`src/rtl/demux_dispatch_ctrl.sv`:
```
// rtl/demux_dispatch_ctrl.sv - round-robin 1-to-8 demux dispatch controller with stall timeout
//
// Optional statistics counters are enabled by defining DEMUX_DISPATCH_STATS_EN.
//
// Ports:
//   clk, rst          clock (rising edge), synchronous active-high reset
//   en_mask[7:0]      per-channel enable for arbitration
//   in_valid/in_data  upstream word; in_ready is high only when idle with a nonzero mask
//   ch_valid[7:0]     one-hot offer to the granted channel (bit sel only)
//   ch_data[DW-1:0]   held word presented to all channels
//   ch_ready[7:0]     per-channel accept; only bit sel is looked at
//   sel[2:0]          granted channel (demux select)
//   busy              high while arbitrating or sending
//   xfer_cnt/skip_cnt saturating completed-transfer / timeout-skip counts (stats build only)

module demux_dispatch_ctrl #(
  parameter int DW      = 8,
  parameter int TIMEOUT = 15
) (
  input  logic          clk,
  input  logic          rst,
  input  logic [7:0]    en_mask,
  input  logic          in_valid,
  input  logic [DW-1:0] in_data,
  output logic          in_ready,
  output logic [7:0]    ch_valid,
  output logic [DW-1:0] ch_data,
  input  logic [7:0]    ch_ready,
  output logic [2:0]    sel,
  output logic          busy
`ifdef DEMUX_DISPATCH_STATS_EN
  ,
  output logic [15:0]   xfer_cnt,
  output logic [15:0]   skip_cnt
`endif
);

  localparam logic [1:0] S_IDLE = 2'd0;
  localparam logic [1:0] S_ARB  = 2'd1;
  localparam logic [1:0] S_SEND = 2'd2;

  // A timeout of 0 still needs a 1-bit timer so the logic elaborates.
  localparam int TW = (TIMEOUT < 1) ? 1 : $clog2(TIMEOUT + 1);
  localparam logic [TW-1:0] TLAST = TW'((TIMEOUT > 0) ? TIMEOUT - 1 : 0);

  logic [1:0]    state;
  logic [2:0]    ptr;
  logic [TW-1:0] timer;
  logic [DW-1:0] hold;

  logic          arb_found;
  logic [2:0]    arb_idx;
  logic [2:0]    scan_idx;
  logic          xfer_evt;
  logic          skip_evt;

  assign in_ready = !rst && (state == S_IDLE) && (|en_mask);

  // Scan from ptr upward with wrap; iterating from the far end down lets the
  // nearest enabled channel be the last (winning) assignment.
  always_comb begin
    arb_found = 1'b0;
    arb_idx   = 3'd0;
    scan_idx  = 3'd0;
    for (int i = 7; i >= 0; i--) begin
      scan_idx = ptr + 3'(i);
      if (en_mask[scan_idx]) begin
        arb_found = 1'b1;
        arb_idx   = scan_idx;
      end
    end
  end

  assign xfer_evt = (state == S_SEND) && ch_ready[sel];
  assign skip_evt = (state == S_SEND) && !ch_ready[sel] &&
                    (TIMEOUT != 0) && (timer == TLAST);

  always_ff @(posedge clk) begin
    if (rst) begin
      state    <= S_IDLE;
      ptr      <= 3'd0;
      sel      <= 3'd0;
      ch_valid <= 8'd0;
      ch_data  <= '0;
      busy     <= 1'b0;
      timer    <= '0;
      hold     <= '0;
    end else begin
      case (state)
        S_IDLE: begin
          if (in_valid && in_ready) begin
            hold  <= in_data;
            state <= S_ARB;
            busy  <= 1'b1;
          end
        end
        S_ARB: begin
          // With an empty mask the held word simply waits here.
          if (arb_found) begin
            sel      <= arb_idx;
            ch_data  <= hold;
            ch_valid <= 8'd1 << arb_idx;
            timer    <= '0;
            state    <= S_SEND;
          end
        end
        S_SEND: begin
          if (xfer_evt) begin
            ch_valid <= 8'd0;
            ptr      <= sel + 3'd1;
            state    <= S_IDLE;
            busy     <= 1'b0;
          end else if (skip_evt) begin
            // Retry the same held word on the next eligible channel.
            ch_valid <= 8'd0;
            ptr      <= sel + 3'd1;
            state    <= S_ARB;
          end else begin
            timer <= timer + 1'b1;
          end
        end
        default: begin
          state    <= S_IDLE;
          ch_valid <= 8'd0;
          busy     <= 1'b0;
        end
      endcase
    end
  end

`ifdef DEMUX_DISPATCH_STATS_EN
  always_ff @(posedge clk) begin
    if (rst) begin
      xfer_cnt <= 16'd0;
      skip_cnt <= 16'd0;
    end else begin
      if (xfer_evt && (xfer_cnt != 16'hFFFF)) xfer_cnt <= xfer_cnt + 16'd1;
      if (skip_evt && (skip_cnt != 16'hFFFF)) skip_cnt <= skip_cnt + 16'd1;
    end
  end
`endif

endmodule
```
`config.mk`:
```
export PLATFORM = sky130hd
export DESIGN_NAME = demux_dispatch_ctrl
export DESIGN_NICKNAME = d
export VERILOG_FILES = /design/src/rtl/demux_dispatch_ctrl.sv
export SDC_FILE = /design/constraint.sdc
export NUM_CORES = 1
export LEC_CHECK = 0
export CAP_MARGIN = 20
export CORE_AREA = 5 5 90 92
export CTS_BUF_LIST = sky130_fd_sc_hd__clkbuf_4
export CTS_CLUSTER_DIAMETER = 40
export CTS_CLUSTER_SIZE = 8
export DETAILED_ROUTE_END_ITERATION = 12
export DIE_AREA = 0 0 95 97
export MAX_ROUTING_LAYER = met4
export PLACE_DENSITY = 0.67
export SYNTH_ARGS = -nofsm -noshare
export SYNTH_HDL_FRONTEND = slang
export SYNTH_SLANG_ARGS = --single-unit
```
`constraint.sdc`:
```
create_clock -name clk -period 3.55 [get_ports clk]
set_input_delay 0.71 -clock clk [delete_from_list [all_inputs] [get_ports clk]]
set_output_delay 0.71 -clock clk [all_outputs]
set_load 0.02 [all_outputs]
```
==> impl_metrics.tcl, run 1 <==
set metrics [dict create \
    synth.most_common_cell "nand2_1" \
    powerDensity_mw_per_mm2 281 \
    cts_tree "built" \
    hold-worst-slack_ps 458 \
    vias_per_cell 5.37 \
    wl_per_cell_um 14.7 \
    die-area_sq_mm 0.00922 \
    antenna_found_initial 0 \
    area_delta_synth_final_pct 22.1 \
    rows 31 \
    rsz0062_at_grt "false" \
    drv_cap 0 \
    clockBufferDepth 2 \
    worst_slack_ps 245 \
    slew_headroom_pct 31.3 \
    cts_sinks 37 \
    drcViolationCount 0 \
    worstSetupEndpointType "output pin" \
    yosys.area.top_type_share_pct 27.1 \
    arrival_ps 2600 \
    synthTopCellsByArea "dfxtp_1 (27%), mux4_2 (9.1%), mux4_1 (7.7%)" \
    fin_area_sq_mm 0.00333 \
    final_nets 363 \
    leakage_nw 1.20 \
    fmaxAchievable_mhz 303 \
    hold_viol_final 0 \
    wl_mm 6.34 \
    post-route-min-period_ps 3310 \
    cts.clk_slew.worst_paths_ps 100 \
    ys.flop_type "dfxtp_1" \
    syn_avg_cell_area_sq_um 9.68 \
    yosys_register_bits 37 \
    drt_iter0_markers 130 \
    cts_resized 0 \
    yosysSeqAreaShare_pct 27.1 \
    grt_pass1_vias 2163 \
    drive_above_1_share_pct 16.6 \
    fin_worst_skew_ps 5.75 \
    worstHoldPathType "reg2reg" \
    syn_area_sq_mm 0.00273 \
    grt_max_degree 32 \
    cp_max_fo 3 \
    syn_nets 314 \
    post-route-period-util_pct 93.1 \
    synth.top_cells.by_count "nand2_1 (51), dfxtp_1 (37), a21oi_1 (15), mux2i_1 (15), nor2_1 (12)" \
    yosysTopAreaCell "dfxtp_1" \
    clock_latency_ps 330 \
    place_congestion 0.830 \
    intPower_mw 0.652 \
    setup_viol 0 \
    die_height_um 97 \
    yosys_warnings 0 \
    start_kind "primary input" \
    fin_tns_setup_ps 0 \
    pwr-share-comb_pct 29.6 \
    port_buffers 47 \
    final_max_slew_viol_count 0 \
    post-place-ws_ps 174 \
    first_pass_iters 4 \
    antenna_left 0 \
    gr-usage-all-layers_pct 14.4 \
    syn_inst 282 \
    worstMarginPinSlew_ps 1030 \
    power.total_mw 0.936 \
    rr_endpoint "ch_valid[3]" \
    placed_area_sq_mm 0.00328 \
    cp.required_ps 2840 \
    start_util_pct 38.3 \
    setup.worst_path.start "en_mask[5]" \
    swShare_pct 30.3 \
    worstRegToRegCells 7 \
    clkPwrFrac_pct 22.7 \
    power_frac_seq_pct 47.8 \
    place_hpwl_mm 4.74 \
    antenna_cells 0 \
    fp.dieW_um 95 \
    cts-buffers-inserted 5 \
    timing.rr.start "ptr[0]" \
    synth-async-reset-ratio_pct 0 \
    io_pins 48 \
    status "finished clean" \
    switching_power_mw 0.284 \
    hold_buffers 0 \
    ys_types 61 \
    vias 2311 \
    cts_setup_buffers 0 \
    synth_edf_count 0 \
    core-area_sq_mm 0.00714 \
    cts_htree_levels 2 \
    clockRootBuffer "clkbuf_4" \
    grt_overflow 0 \
    grt_pass1_wl_mm 10.5 \
    reg2reg_slack_ps 460 \
    crit_type "in2out" \
    vdd_drop_max_v 0.000182 \
    cp-endpoint "in_ready" \
]
[worst max-delay path: stages]
cell and delay (ps):
clkdlybuf4s50_1 430, nor4_1 530, a2111oi_0 200, buf_4 190, clkdlybuf4s50_1 530
[per-layer routing]
layer  share of wire [%]  routed length [um]  track usage, %
met1                  45                2850            18.4
met2                  52                3280            23.9
met4                0.41                  26            2.22
met5                   0                   0               -
met3                 2.9                 183            2.87
[cell type report]
| class | count | area, sq um |
|---|---|---|
| clock buffer | 6 | 45.0 |
| timing repair buffer | 65 | 606 |
| multi-input combinational | 216 | 1790 |
| inverter | 6 | 22.5 |
| clock inverter | 1 | 3.75 |
| sequential | 37 | 741 |
| fill | 722 | 3800 |
| tap | 99 | 124 |
[sequential cells by signal, summed over array words and instances, names as in the netlist]
register	count
ch_data	8
ch_valid	8
hold	8
timer	4
ptr	3
sel	3
state	2
busy	1
[worst min path at each step]
stage                start          end  cells after the start
2_1_floorplan      hold[0]   ch_data[0]                      2
3_3_place_gp   ch_valid[1]  ch_valid[1]                      2
3_5_place_dp   ch_valid[0]  ch_valid[0]                      2
4_1_cts            hold[5]   ch_data[5]                      2
5_1_grt        ch_valid[1]  ch_valid[1]                      2
6_report           hold[2]   ch_data[2]                      2
[power by group through the flow]
stage          registers, mW  clock network, mW  logic (mW)
6_report               0.447              0.212       0.277
5_1_grt                0.451              0.242       0.301
4_1_cts                0.447              0.222       0.277
3_5_place_dp           0.457                  0       0.276
3_3_place_gp           0.456                  0       0.273
2_1_floorplan          0.459                  0       0.185
[logic make-up after synthesis]
logic type               Yosys count  synth area share (%)
buffers and inverters             29                  7.24
multiplexers                      42                  26.5
adder cells (fa/ha/maj)            5                  2.29
XOR/XNOR                           8                  3.12
AND/OR/NAND/NOR                  102                  17.7
AO/OA/AOI/OAI                     59                  16.0
flip-flops                        37                  27.1
[cell usage in the layout (no fill, tap or decap), types with 2 or more instances in the layout]
cell	instances
and2_1	2
clkbuf_4	6
nand3_1	6
xor2_2	2
o21ai_0	5
nand2_1	51
mux4_2	11
xnor2_1	5
a22o_1	4
nor3_1	7
a22oi_1	3
a211oi_1	8
mux4_1	8
nand4_1	2
mux2_4	3
clkinv_1	2
mux2i_1	15
a211o_1	2
nor4_1	2
nor2b_1	4
dfxtp_1	37
inv_1	4
nor2_1	12
buf_4	18
ha_1	5
a21oi_1	15
o31ai_1	4
clkdlybuf4s50_1	47
nand3b_1	9
mux2_2	4
o41ai_1	4
[metrics by stage]
step,cells,utilization [%]
final,430,46.7
after global routing,430,46.7
after CTS,430,46.7
after detailed placement,423,46.0
after global placement,423,46.0
after floorplan,282,-
(Power assumes the default switching activity.)
==> run 2, diff against run 1 <==
- CAP_MARGIN: 20 -> 15
==> results of run 2 <==
Same layout as run 1: the final DEF is identical, and so are final timing and power.
